$ cat config.mk
export PLATFORM = sky130hd
export DESIGN_NAME = fetch_stage_flat
export DESIGN_NICKNAME = d
export VERILOG_FILES = /design/src/rtl/fetch_stage_if.sv /design/src/rtl/fetch_stage.sv /design/src/flat_wrapper.sv
export SDC_FILE = /design/constraint.sdc
export NUM_CORES = 1
export LEC_CHECK = 0
export BUFFER_PORTS_ARGS = -buffer_cell sky130_fd_sc_hd__buf_2
export CAP_MARGIN = 10
export CORE_MARGIN = 4
export CORE_UTILIZATION = 55
export DETAILED_ROUTE_END_ITERATION = 12
export GPL_TIMING_DRIVEN = 0
export PLACE_DENSITY = 0.8
export SLEW_MARGIN = 40
export SYNTH_ARGS = -nofsm -noshare
export SYNTH_HDL_FRONTEND = slang
export SYNTH_SLANG_ARGS = --single-unit
$ cat constraint.sdc
create_clock -name clk_i -period 2.95 [get_ports clk_i]
set_input_delay 0.4425 -clock clk_i [delete_from_list [all_inputs] [get_ports clk_i]]
set_output_delay 0.4425 -clock clk_i [all_outputs]
set_load 0.01 [all_outputs]
$ cat src/rtl/fetch_stage_if.sv
// Instruction-memory request/response bundle between the fetch stage
// (master) and the instruction memory (slave).
interface fetch_stage_if #(
    parameter int DATA_WIDTH = 32
);
    logic                  IMemReq_o;
    logic [DATA_WIDTH-1:0] IMemAddr_o;
    logic                  IMemGnt_i;
    logic                  IMemRValid_i;
    logic [DATA_WIDTH-1:0] IMemRData_i;

    modport master (
        output IMemReq_o,
        output IMemAddr_o,
        input  IMemGnt_i,
        input  IMemRValid_i,
        input  IMemRData_i
    );

    modport slave (
        input  IMemReq_o,
        input  IMemAddr_o,
        output IMemGnt_i,
        output IMemRValid_i,
        output IMemRData_i
    );
endinterface

$ cat src/rtl/fetch_stage.sv
// Instruction fetch stage: issues one instruction-memory request at a time,
// parks a response in a one-entry skid buffer when decode stalls, and
// drops wrong-path responses after a redirect.
// Optional: define FETCH_PERF_CNT_EN to add the FetchCnt_o delivery counter.
//
// state | meaning
// FETCH | no request outstanding; request PC when the skid buffer is empty
// WAIT  | one request outstanding, its response is on the correct path
// DRAIN | one request outstanding, its response is wrong-path and dropped
module fetch_stage #(
    parameter int                    DATA_WIDTH = 32,
    parameter logic [DATA_WIDTH-1:0] RESET_PC   = 32'h0000_0000
) (
    input  logic                  clk_i,
    input  logic                  rst_n_i,
    fetch_stage_if.master         imem,
    input  logic                  PCSrc_i,
    input  logic [DATA_WIDTH-1:0] PCTarget_i,
    input  logic                  Stall_i,
    input  logic                  Flush_i,
    output logic [DATA_WIDTH-1:0] InstrD_o,
    output logic [DATA_WIDTH-1:0] PCD_o,
    output logic [DATA_WIDTH-1:0] PCPlus4D_o,
    output logic                  ValidD_o
`ifdef FETCH_PERF_CNT_EN
    ,
    output logic [31:0]           FetchCnt_o
`endif
);

    localparam logic [DATA_WIDTH-1:0] NOP        = DATA_WIDTH'(32'h0000_0013);
    localparam logic [DATA_WIDTH-1:0] STEP       = DATA_WIDTH'(4);
    localparam logic [DATA_WIDTH-1:0] ALIGN_MASK = ~DATA_WIDTH'(3);

    typedef enum logic [1:0] {
        FETCH = 2'd0,
        WAIT  = 2'd1,
        DRAIN = 2'd2
    } state_t;

    state_t                state_q, state_n;
    logic [DATA_WIDTH-1:0] pc_q;
    logic [DATA_WIDTH-1:0] req_pc_q;
    logic                  skid_valid_q;
    logic [DATA_WIDTH-1:0] skid_instr_q;
    logic [DATA_WIDTH-1:0] skid_pc_q;
    logic                  req;
    logic                  grant;
    logic                  fresh_rsp;
    logic                  skid_take;
    logic                  ifid_load;

    assign grant     = req && imem.IMemGnt_i;
    // A redirect in the response cycle turns the response into wrong-path data.
    assign fresh_rsp = (state_q == WAIT) && imem.IMemRValid_i && !PCSrc_i;
    // The skid entry belongs to the old path once a redirect arrives.
    assign skid_take = skid_valid_q && !PCSrc_i;
    assign ifid_load = !Flush_i && !Stall_i && (skid_take || fresh_rsp);

    assign imem.IMemReq_o  = req;
    assign imem.IMemAddr_o = pc_q;

    // State register.
    always_ff @(posedge clk_i or negedge rst_n_i) begin
        if (!rst_n_i) state_q <= FETCH;
        else          state_q <= state_n;
    end

    // Next-state and request generation; request is masked during reset.
    always_comb begin
        state_n = state_q;
        req     = 1'b0;
        case (state_q)
            FETCH: begin
                req = rst_n_i && !skid_valid_q;
                if (req && imem.IMemGnt_i) state_n = PCSrc_i ? DRAIN : WAIT;
            end
            WAIT: begin
                if (imem.IMemRValid_i) state_n = FETCH;
                else if (PCSrc_i)      state_n = DRAIN;
            end
            DRAIN: begin
                if (imem.IMemRValid_i) state_n = FETCH;
            end
            default: state_n = FETCH;
        endcase
    end

    // Program counter and PC of the outstanding request; redirect wins over +4.
    always_ff @(posedge clk_i or negedge rst_n_i) begin
        if (!rst_n_i) begin
            pc_q     <= RESET_PC;
            req_pc_q <= '0;
        end else begin
            if (PCSrc_i)    pc_q <= PCTarget_i & ALIGN_MASK;
            else if (grant) pc_q <= pc_q + STEP;
            if (grant) req_pc_q <= pc_q;
        end
    end

    // One-entry skid buffer: filled by a response that decode cannot take.
    always_ff @(posedge clk_i or negedge rst_n_i) begin
        if (!rst_n_i) begin
            skid_valid_q <= 1'b0;
            skid_instr_q <= '0;
            skid_pc_q    <= '0;
        end else if (PCSrc_i) begin
            skid_valid_q <= 1'b0;
        end else if (skid_valid_q && !Flush_i && !Stall_i) begin
            skid_valid_q <= 1'b0;
        end else if (fresh_rsp && Stall_i) begin
            skid_valid_q <= 1'b1;
            skid_instr_q <= imem.IMemRData_i;
            skid_pc_q    <= req_pc_q;
        end
    end

    // IF/ID register: flush, then stall, then skid entry, then fresh response.
    always_ff @(posedge clk_i or negedge rst_n_i) begin
        if (!rst_n_i) begin
            ValidD_o   <= 1'b0;
            InstrD_o   <= NOP;
            PCD_o      <= '0;
            PCPlus4D_o <= '0;
        end else if (Flush_i) begin
            ValidD_o <= 1'b0;
            InstrD_o <= NOP;
        end else if (!Stall_i) begin
            if (skid_take) begin
                ValidD_o   <= 1'b1;
                InstrD_o   <= skid_instr_q;
                PCD_o      <= skid_pc_q;
                PCPlus4D_o <= skid_pc_q + STEP;
            end else if (fresh_rsp) begin
                ValidD_o   <= 1'b1;
                InstrD_o   <= imem.IMemRData_i;
                PCD_o      <= req_pc_q;
                PCPlus4D_o <= req_pc_q + STEP;
            end else begin
                ValidD_o <= 1'b0;
            end
        end
    end

`ifdef FETCH_PERF_CNT_EN
    // Count of instructions delivered into IF/ID, wrapping at 2^32.
    always_ff @(posedge clk_i or negedge rst_n_i) begin
        if (!rst_n_i)       FetchCnt_o <= '0;
        else if (ifid_load) FetchCnt_o <= FetchCnt_o + 32'd1;
    end
`else
    logic unused_load;
    assign unused_load = ifid_load;
`endif

endmodule

$ cat src/flat_wrapper.sv
// flat-port wrapper written by rule: the top's interface ports become plain ports
module fetch_stage_flat 
#(
    parameter int                    DATA_WIDTH = 32,
    parameter logic [DATA_WIDTH-1:0] RESET_PC   = 32'h0000_0000
)
  (clk_i, rst_n_i, PCSrc_i, PCTarget_i, Stall_i, Flush_i, InstrD_o, PCD_o, PCPlus4D_o, ValidD_o, imem_IMemReq_o, imem_IMemAddr_o, imem_IMemGnt_i, imem_IMemRValid_i, imem_IMemRData_i);
  fetch_stage_if #(.DATA_WIDTH(DATA_WIDTH)) imem_i ();
  input  logic clk_i;
  input  logic rst_n_i;
  input  logic PCSrc_i;
  input  logic [DATA_WIDTH-1:0] PCTarget_i;
  input  logic Stall_i;
  input  logic Flush_i;
  output logic [DATA_WIDTH-1:0] InstrD_o;
  output logic [DATA_WIDTH-1:0] PCD_o;
  output logic [DATA_WIDTH-1:0] PCPlus4D_o;
  output logic ValidD_o;
  output wire logic [$bits(imem_i.IMemReq_o)-1:0] imem_IMemReq_o;
  output wire logic [$bits(imem_i.IMemAddr_o)-1:0] imem_IMemAddr_o;
  input wire logic [$bits(imem_i.IMemGnt_i)-1:0] imem_IMemGnt_i;
  input wire logic [$bits(imem_i.IMemRValid_i)-1:0] imem_IMemRValid_i;
  input wire logic [$bits(imem_i.IMemRData_i)-1:0] imem_IMemRData_i;
  assign imem_IMemReq_o = imem_i.IMemReq_o;
  assign imem_IMemAddr_o = imem_i.IMemAddr_o;
  assign imem_i.IMemGnt_i = imem_IMemGnt_i;
  assign imem_i.IMemRValid_i = imem_IMemRValid_i;
  assign imem_i.IMemRData_i = imem_IMemRData_i;
  fetch_stage #(.DATA_WIDTH(DATA_WIDTH), .RESET_PC(RESET_PC)) u_core (.clk_i(clk_i), .rst_n_i(rst_n_i), .imem(imem_i), .PCSrc_i(PCSrc_i), .PCTarget_i(PCTarget_i), .Stall_i(Stall_i), .Flush_i(Flush_i), .InstrD_o(InstrD_o), .PCD_o(PCD_o), .PCPlus4D_o(PCPlus4D_o), .ValidD_o(ValidD_o));
endmodule
# ---- Yosys cells after proc, flatten, opt, wreduce, memory -nomap -nowiden
# Cells that the tools add are included.
dict set report op_classes {
  addsub 3
  eq_ne 6
  mux 24
  bitwise 4
  n_reduce_logical 22
}
# op count
set ops {}
lappend ops {{$mux 32} 10}
lappend ops {{$add 32x3->32 const B} 3}
lappend ops {{$mux 2} 5}
lappend ops {{$logic_and 1x1->1} 9}
lappend ops {{$reduce_and 3->1} 3}
lappend ops {{$mux 1} 8}
lappend ops {{$pmux 2 s3} 1}
lappend ops {{$reduce_bool 3->1} 2}
lappend ops {{$logic_not 1->1} 4}
lappend ops {{$ne 2x1->1 const B} 2}
lappend ops {{$not 1->1} 4}
lappend ops {{$reduce_bool 2->1} 2}
lappend ops {{$ne 3x3->1 const B} 1}
lappend ops {{$eq 2x1->1 const B} 1}
lappend ops {{$eq 2x2->1 const B} 1}
lappend ops {{$logic_not 2->1} 1}
lappend ops {{$ne 2x2->1 const B} 1}
lappend ops {{$reduce_and 2->1} 1}
dict set report word_totals {
  reg_bits 228
  inputBits 71
}

# ---- Logic depth before layout (Yosys ltp)
# Gate-level depths: netlist (run 1).
dict set report logic_depth {
  depth_word 7
  ltp_mapped 12
  depth_no_buf 8
}

# ---- Worst setup path after synthesis (run 1)
# Ideal clock, no wire load.
dict set report synth_timing {
  path_kind {input port to flip-flop}
  startpoint {input PCSrc_i}
  endpoint {register u_core.PCPlus4D_o[20]}
  arrival_ns 2.743
  slack_ns 0.075
  cell_stages 12
  n_path_buf 4
  cell_sequence {buf_2 -> and2b_1 -> buf_2 -> buf_2 -> buf_2 -> nand2_1 -> nand2_1 -> ha_1 -> o2111ai_1 -> nor4_1 -> xor2_1 -> o21ai_1}
}
dict set report synth_between {
  elab_chain_len 4
  elab_cells_between_ends 6
  cone_classes {1 x mux; 5 x reduce/logical}
}
# element line
set synth_lines {}
lappend synth_lines {{start: declaration} flat_wrapper.sv:11} ;# input logic PCSrc_i;
lappend synth_lines {{$logic_not 1->1 *} {fetch_stage.sv:55, fetch_stage.sv:57}}
lappend synth_lines {{$logic_and 1x1->1, on equally long branches} {fetch_stage.sv:57, fetch_stage.sv:55}}
lappend synth_lines {{$reduce_bool 2->1 (no line)} n/a}
lappend synth_lines {{$reduce_and 3->1 (no line)} n/a}
lappend synth_lines {{end signal: assignment} fetch_stage.sv:133} ;# PCPlus4D_o <= skid_pc_q + STEP;
lappend synth_lines {{end signal: assignment} fetch_stage.sv:138} ;# PCPlus4D_o <= req_pc_q + STEP;
lappend synth_lines {{end: declaration} fetch_stage.sv:23} ;# output logic [DATA_WIDTH-1:0] PCPlus4D_o,
# Mark *: on every way between the ends. The rest lies on a longest branch, timed or not.
# A chain may end at the register's enable or synchronous reset.

# ---- Worst setup path in the final report (run 1)
dict set report layout_timing {
  startpoint {register u_core.skid_valid_q}
  endpoint {register u_core.PCPlus4D_o[25]}
}
dict set report layout_between {
  elab_chain_len 3
  elab_cells_between_ends 4
  cone_classes {1 x mux; 3 x reduce/logical}
}
# element line
set layout_lines {}
lappend layout_lines {{start: declaration} fetch_stage.sv:44} ;# logic skid_valid_q;
lappend layout_lines {{start signal: assignment} fetch_stage.sv:104} ;# skid_valid_q <= 1'b0;
lappend layout_lines {{start signal: assignment} fetch_stage.sv:108} ;# skid_valid_q <= 1'b0;
lappend layout_lines {{start signal: assignment} fetch_stage.sv:110} ;# skid_valid_q <= 1'b0;
lappend layout_lines {{$logic_and 1x1->1 *} fetch_stage.sv:57} ;# assign skid_take = skid_valid_q && !PCSrc_i;
lappend layout_lines {{$reduce_bool 2->1 (no line)} n/a}
lappend layout_lines {{$reduce_and 3->1 (no line)} n/a}
# Marks and branches as above.

==> metrics.md, run 1 <==
| Metric | Value |
|---|---|
| Status | finished clean |
| RSZ-0062 raised after global routing | no |
| DRC violation count after routing | 0 |
| GRT Resource Usage Total | 24.7% |
| Core area | 18100 um2 |
| Die ar. | 20700 um2 |
| Switching fraction of total power | 29.3% |
| Hold Crit Class | input pin to register |
| Die Wd | 144 um |
| R2R Path Start | u_core.skid_valid_q |
| Final Cell Area | 12500 um2 |
| Post-synth top cells | 215 x dfrtp_1, 204 x nand2_1, 105 x mux2_2 |
| Part of the power in the clock network | 35.3% |
| Vias in the first global route | 7768 |
| Reg2Reg Depth | 7 |
| Iteration-0 DRC count of the detailed router | 502 |
| Kind of critical path | register to register |
| Slew at the pin closest to its max-slew limit | 711 ps |
| Antenna violations before repair | 0 |
| Post-placement cell count | 1380 |
| Reg2reg end | u_core.PCPlus4D_o[25] |
| Post-synth EDFFs | 0 |
| Critical path arrival | 3180 ps |
| Startpoint Class | register |
| TritonRoute pass-1 iters | 5 |
| Net Sw Power | 0.00259 W |
| Fin. Hold Viols | 0 |
| FP Rows | 49 |
| Global-route wire length before repair | 40900 um |
| Final WL | 25800 um |
| Synth area leader | dfrtp_1 |
| Fillers | 1318 |
| Port-buffer cells | 191 |
| Via/cell ratio | 5.61 |
| Share of layout cells above drive strength 1 | 31.8% |
| Seq/Total Area, Yosys | 53.7% |
| Hold Crit Depth | 3 |
| Min Tclk post-route | 2820 ps |
| CP startpoint | u_core.skid_valid_q |
| Synth Instances | 952 |
| Layout area overhead | 23.4% |
| Clk sink count | 218 |
| Congestion Overflow GR | 0 |
| Most used DFF post-synth | dfrtp_1 |
| Vias post-DR | 8017 |
| R2R Setup Slk | 130 ps |
| Yosys reg bits | 218 |
| Synth top area cells | dfrtp_1 53%, mux2_2 12%, nand2_1 7.5% |
| Warnings from Yosys | 0 |
| Clock transition at the registers of the reported paths | 60 ps |
| Cell area after placement | 11500 um2 |
| CTS buffer count | 24 |
| Most frequent cell after synthesis | dfrtp_1 |
| Hold_sp | PCTarget_i[25] |
| Sequential power share | 45.9% |
| Layout Cells excl Fill | 1430 |
| Final Max Slew Viols | 0 |
| Fmax | 0.355 GHz |
| Post-DRT Antenna Nets | 0 |
| Clock buffer depth | 3 |
| Yosys cell types | 46 |
| Comb power frac | 18.8% |
| WL per Instance | 18.0 um |
| Starting density of the core | 56.2% |
| Number of max-cap violations | 0 |
| Maximum number of pins on one net before global-route repair | 79 |
| Final setup viols | 0 |
| Synth Area per Inst | 10.7 um2 |
| Root Driver | clkbuf_16 |
| Fin crit share | 95.5% |
| Skew final | 7.52 ps |
| Max H-tree Level | 1 |
| Pleak | 6.06 nW |
| Maximum vdd drop | 0.000362 V |
| CTS tree | done |
| Final net count | 1255 |
| GPL Wtd Cong | 0.907 |
| Worst-Skew Late Latency | 510 ps |
| Slew margin rel. | 52.6% |
| Maximum fanout along the worst path | 19 |
| Hold endpoint | u_core.imem.IMemAddr_o[25] |
| Crit path required time | 3310 ps |
| Chip Height | 144 um |
| # IOs | 201 |
| Worst setup EP type | register |
| Detail Placement HPWL | 18900 um |
| Post-layout util | 69.3% |
| Int Pwr | 0.00623 W |
| Asr flop ratio synth | 100% |
| Power Density | 703 nW/um2 |
| Synth top area share | 52.9% |
| Total power | 0.00882 W |
| Synthesized cell area | 10200 um2 |
[worst max-delay path, stage by stage (launching register included)]
cell and delay (ps):
dfrtp_2 440, nand2b_2 180, buf_6 240, mux2i_1 610, nand4_4 270, or4_4 600, nor3_1 240, o31ai_2 90
[routing by layer]
layer | vias to the layer above | routed length [um] | part of all wire [%] | GRT usage (%)
met5 | - | 0 | 0 | 0
met3 | 47 | 1830 | 7.1 | 3.73
li1 | 3785 | - | - | -
met1 | 3895 | 11600 | 45 | 36.8
met2 | 290 | 11600 | 45 | 37.7
met4 | 0 | 681 | 2.6 | 7.38
[state kept, by name, indices dropped and copies added (netlist names)]
signal                  cells
u_core.skid_instr_q        32
u_core.skid_valid_q         1
u_core.ValidD_o             1
u_core.skid_pc_q           30
u_core.PCD_o               30
u_core.InstrD_o            32
u_core.imem.IMemAddr_o     30
u_core.PCPlus4D_o          30
u_core.state_q              2
u_core.req_pc_q            30
[per-stage QoR]
| step | hold slack [ps] | worst slack, ps | setup TNS [ps] |
|---|---|---|---|
| floorplan | 147 | 75.4 | 0 |
| global placement | 457 | -3430 | -673800 |
| global route | 134 | 1.91 | 0 |
| finish | 136 | 133 | 0 |
| CTS | 17.0 | 25.1 | 0 |
| detailed placement | 281 | -870 | -7650 |
[power by group through the flow]
| stage | logic, W | registers [W] | clock network (W) |
|---|---|---|---|
| finish | 0.00166 | 0.00405 | 0.00311 |
| global route | 0.00183 | 0.00413 | 0.00330 |
| CTS | 0.00165 | 0.00404 | 0.00316 |
| detailed placement | 0.00161 | 0.00409 | 0 |
| global placement | 0.00155 | 0.00405 | 0 |
| floorplan | 0.000900 | 0.00405 | 0 |
[final cells by class]
cell class | instances | area [um2] | area share (%)
flip-flops and latches | 218 | 5460 | 43.5
multi-input cells | 672 | 4520 | 36.1
repair buffers | 199 | 1130 | 8.98
clock buffers | 29 | 681 | 5.43
well taps | 229 | 287 | 2.29
plain buffers | 63 | 284 | 2.27
clock inverters | 15 | 161 | 1.29
inverters | 4 | 15.0 | 0.120
diodes | 1 | 2.50 | 0.0200
[worst max-delay path by stage]
stage,to,cells after the start
floorplan,u_core.PCPlus4D_o[20],12
global placement,u_core.imem.IMemAddr_o[27],9
detailed placement,u_core.PCPlus4D_o[30],13
CTS,u_core.PCPlus4D_o[28],11
global route,u_core.imem.IMemAddr_o[17],11
finish,u_core.PCPlus4D_o[25],7
[layout by cell type, fill, tap and decap left out, types with 4 or more instances in the layout]
cell type / count
clkinv_2: 8
nand2_1: 204
xor2_1: 38
o21ai_1: 15
nand3_1: 24
a21oi_1: 5
and3_1: 25
and4_1: 4
buf_16: 5
buf_4: 9
dfrtp_1: 214
a31oi_1: 5
nor3_1: 8
a311oi_1: 29
clkbuf_16: 25
nor2_1: 38
mux2i_1: 40
mux2_2: 105
buf_2: 196
clkbuf_8: 4
conb_1: 6
buf_1: 10
xnor2_1: 17
nand4_1: 4
clkbuf_1: 38
o21ai_0: 67
inv_1: 4
[repair_timing]
| item | CTS | global route |
|---|---|---|
| setup endpoints to repair | 11 | 11 |
| pin swaps | 1 | 1 |
| gates resized for setup | 6 | 10 |
| hold buffers | 3 | 1 |
| hold endpoints to repair | 16 | 16 |
| setup buffers | 0 | 1 |
| cloned | 0 | 1 |
[cells by family after synthesis]
logic type	share of synthesized area [%]
compound gates	8.37
xor+xnor	4.74
fa+ha+maj	0.246
buf+inv	2.91
flops	53.7
mux	15.7
other cells	0.0369
simple gates	14.3
Note: power is estimated with default switching activity, not from simulation.
==> run 2, diff against run 1 <==
==> constraint.sdc (replaced) <==
create_clock -name clk_i -period 3.55 [get_ports clk_i]
set_input_delay 0.5325 -clock clk_i [delete_from_list [all_inputs] [get_ports clk_i]]
set_output_delay 0.5325 -clock clk_i [all_outputs]
set_load 0.01 [all_outputs]
==> run 2 against run 1 <==
- critical path depth up 4
- first-iteration DRC count fell by 6.0%
- maximum frequency shrank 15%
- cell area fell by 1.3%
- clock skew about the same
- combinational power decreased by 19%
- cell count is 0.35% lower
- core utilization is 0.87 points lower
- largest power group unchanged
- highest routed layer unchanged
==> metrics.md, run 2 (same netlist as run 1, synthesis figures left out) <==
| Metric | Value |
|---|---|
| Status | finished clean |
| TritonRoute pass-1 iters | 5 (unchanged) |
| Cell family with most CP delay | simple AND/OR/NAND/NOR gates |
| Critical path arrival | 3690 ps (+510 ps) |
| Max stage delay on crit path | 460 ps (-150 ps) |
| DRC violation count after routing | 0 (unchanged) |
| Die Wd | 144 um (unchanged) |
| Fin. Hold Viols | 0 (unchanged) |
| Final Cell Area | 12400 um2 (-1.3%) |
| Final net count | 1250 (-0.40%) |
| Clk sink count | 218 (unchanged) |
| Number of max-cap violations | 0 (unchanged) |
| Post-layout util | 68.5% (-0.87 points) |
| Maximum fanout along the worst path | 10 (-9) |
| # IOs | 201 (unchanged) |
| Vias post-DR | 7917 (-1.2%) |
| Pleak | 5.99 nW (-1.2%) |
| Antenna violations before repair | 0 (unchanged) |
| Detail Route met3 WL | 1810 um (-1.0%) |
| Hold Crit Class | input pin to register |
| GPL Wtd Cong | 0.907 (unchanged) |
| Iteration-0 DRC count of the detailed router | 472 (-6.0%) |
| Startpoint Class | register |
| Slew margin rel. | 52.2% (-0.37 points) |
| Critical Path, Cell by Cell | and2b_1 -> buf_2 -> buf_2 -> buf_2 -> nand2_1 -> nand2_1 -> ha_1 -> o2111ai_2 -> nor4_2 -> xor2_1 -> o21ai_1 |
| Final setup viols | 0 (unchanged) |
| Hold WS | 228 ps (+91.7 ps) |
| Metal-1 WL | 11400 um (-1.4%) |
| Clock buffer depth | 3 (unchanged) |
| Global-route wire length before repair | 40500 um (-0.88%) |
| Clock transition at the registers of the reported paths | 60 ps (about the same) |
| Crit path required time | 3930 ps (+620 ps) |
| Starting density of the core | 56.2% (unchanged) |
| WL per Instance | 17.7 um (-1.9%) |
| CTS buffer count | 24 (unchanged) |
| Root Driver | clkbuf_16 |
| Top routing layer used | met4 |
| Detail Placement HPWL | 18900 um (unchanged) |
| RSZ-0062 raised after global routing | no |
| Skew final | 7.92 ps (+0.394 ps) |
| Post-DRT Antenna Nets | 0 (unchanged) |
| FP Rows | 49 (unchanged) |
| Worst-Skew Late Latency | 510 ps (about the same) |
| Final Max Slew Viols | 0 (unchanged) |
| Maximum number of pins on one net before global-route repair | 79 (unchanged) |
| Setup Buffers After CTS | 0 (unchanged) |
| Hold_sp | PCTarget_i[25] |
| Slew at the pin closest to its max-slew limit | 716 ps (+5.60 ps) |
| Vias in the first global route | 7732 (-0.46%) |
| Worst path slowest cell | nor4_2 |
| Core area | 18100 um2 (unchanged) |
| Layout Cells excl Fill | 1425 (-0.35%) |
| Worst path most repeated cell | buf_2 |
| Share of layout cells above drive strength 1 | 31.0% (-0.87 points) |
| Final WL | 25200 um (-2.3%) |
| GRT Resource Usage Total | 24.4% (-0.29 points) |
| Max H-tree Level | 1 (unchanged) |
| Largest registers | u_core.InstrD_o x32, u_core.skid_instr_q x32 |
| CTS tree | done |
| Met2 Routed Length | 11200 um (-3.7%) |
| Worst Path Buf+Inv | 3 (+2) |
| Layout area overhead | 21.8% |
| Port-buffer cells | 191 (unchanged) |
| Fin crit share | 93.4% (-2.1 points) |
| Die ar. | 20700 um2 (unchanged) |
| Post-placement cell count | 1380 (unchanged) |
| Most common cell after layout, fill and taps aside | dfrtp_1 |
| Chip Height | 144 um (unchanged) |
| Kind of critical path | register to register |
| Fmax | 0.302 GHz (-15%) |
| Power Density | 590 nW/um2 (-16%) |
| Commonest cells after routing, fill and taps aside | 215 x dfrtp_1, 204 x nand2_1, 198 x buf_2 |
| Cell area after placement | 11500 um2 (unchanged) |
| Congestion Overflow GR | 0 (unchanged) |
| Via/cell ratio | 5.56 (-0.90%) |
| Maximum vdd drop | 0.000297 V (-18%) |
| R2R Path Start | u_core.skid_valid_q |
| Worst setup EP type | register |
| Min Tclk post-route | 3310 ps (+497 ps) |
| CP startpoint | u_core.skid_valid_q |
-- run 2: per-stage QoR --
step	setup TNS [ps]	power [W]	worst slack, ps
2_1_floorplan	0	0.00411	585
3_3_place_gp	-524910	0.00465	-2920
3_5_place_dp	-1360	0.00474	-360
4_1_cts	0	0.00734	59.3
5_1_grt	0	0.00766	33.0
6_report	0	0.00730	236
-- run 2: timing repair --
action,4_1_cts,5_1_grt
endpoints found under the setup margin,1,1
endpoints found under the hold margin,16,0
gates resized for setup,0,1
hold buffers,1,0
-- run 2: metal layers --
metal | vias to the layer above | global-route usage (%)
met1 | 3784 | 36.3
met4 | 0 | 7.38
met5 | - | 0
met2 | 307 | 37.2
li1 | 3777 | -
met3 | 49 | 3.83
-- run 2: worst reg2reg max path, cell delays in order, from the launching register on --
cell	delay, ps
dfrtp_1	450
and2b_1	300
buf_2	290
buf_2	320
buf_2	330
nand2_1	90
nand2_1	90
ha_1	250
o2111ai_2	330
nor4_2	460
xor2_1	210
o21ai_1	70
-- run 2: path summary, 6_finish.rpt --
kind                                                    to  slack [ps]  cells after the start
worst max-delay path                 u_core.PCPlus4D_o[30]         240                     11
worst min-delay path            u_core.imem.IMemAddr_o[25]         230                      3
worst max register to register       u_core.PCPlus4D_o[30]         240                     11
worst min register to register       u_core.PCPlus4D_o[29]         470                      2
max in group asynchronous               u_core.InstrD_o[1]        2150                      4
min in group asynchronous       u_core.imem.IMemAddr_o[20]         450                      2
-- run 2: layout make-up --
class / count / area, um2
well taps: 229 / 287
clock inverters: 15 / 161
plain buffers: 63 / 277
flip-flops and latches: 218 / 5460
diodes: 1 / 2.50
inverters: 4 / 15.0
repair buffers: 195 / 1060
clock buffers: 29 / 681
fillers: 1338 / 5710
multi-input cells: 671 / 4440
-- run 2: where the power goes --
group / internal (W) / switching, W / leakage (nW) / total [W]
Clock: 0.00158 / 0.000999 / 0.415 / 0.00258
Combinational: 0.000635 / 0.000717 / 2.72 / 0.00135
Sequential: 0.00295 / 0.000410 / 2.85 / 0.00336
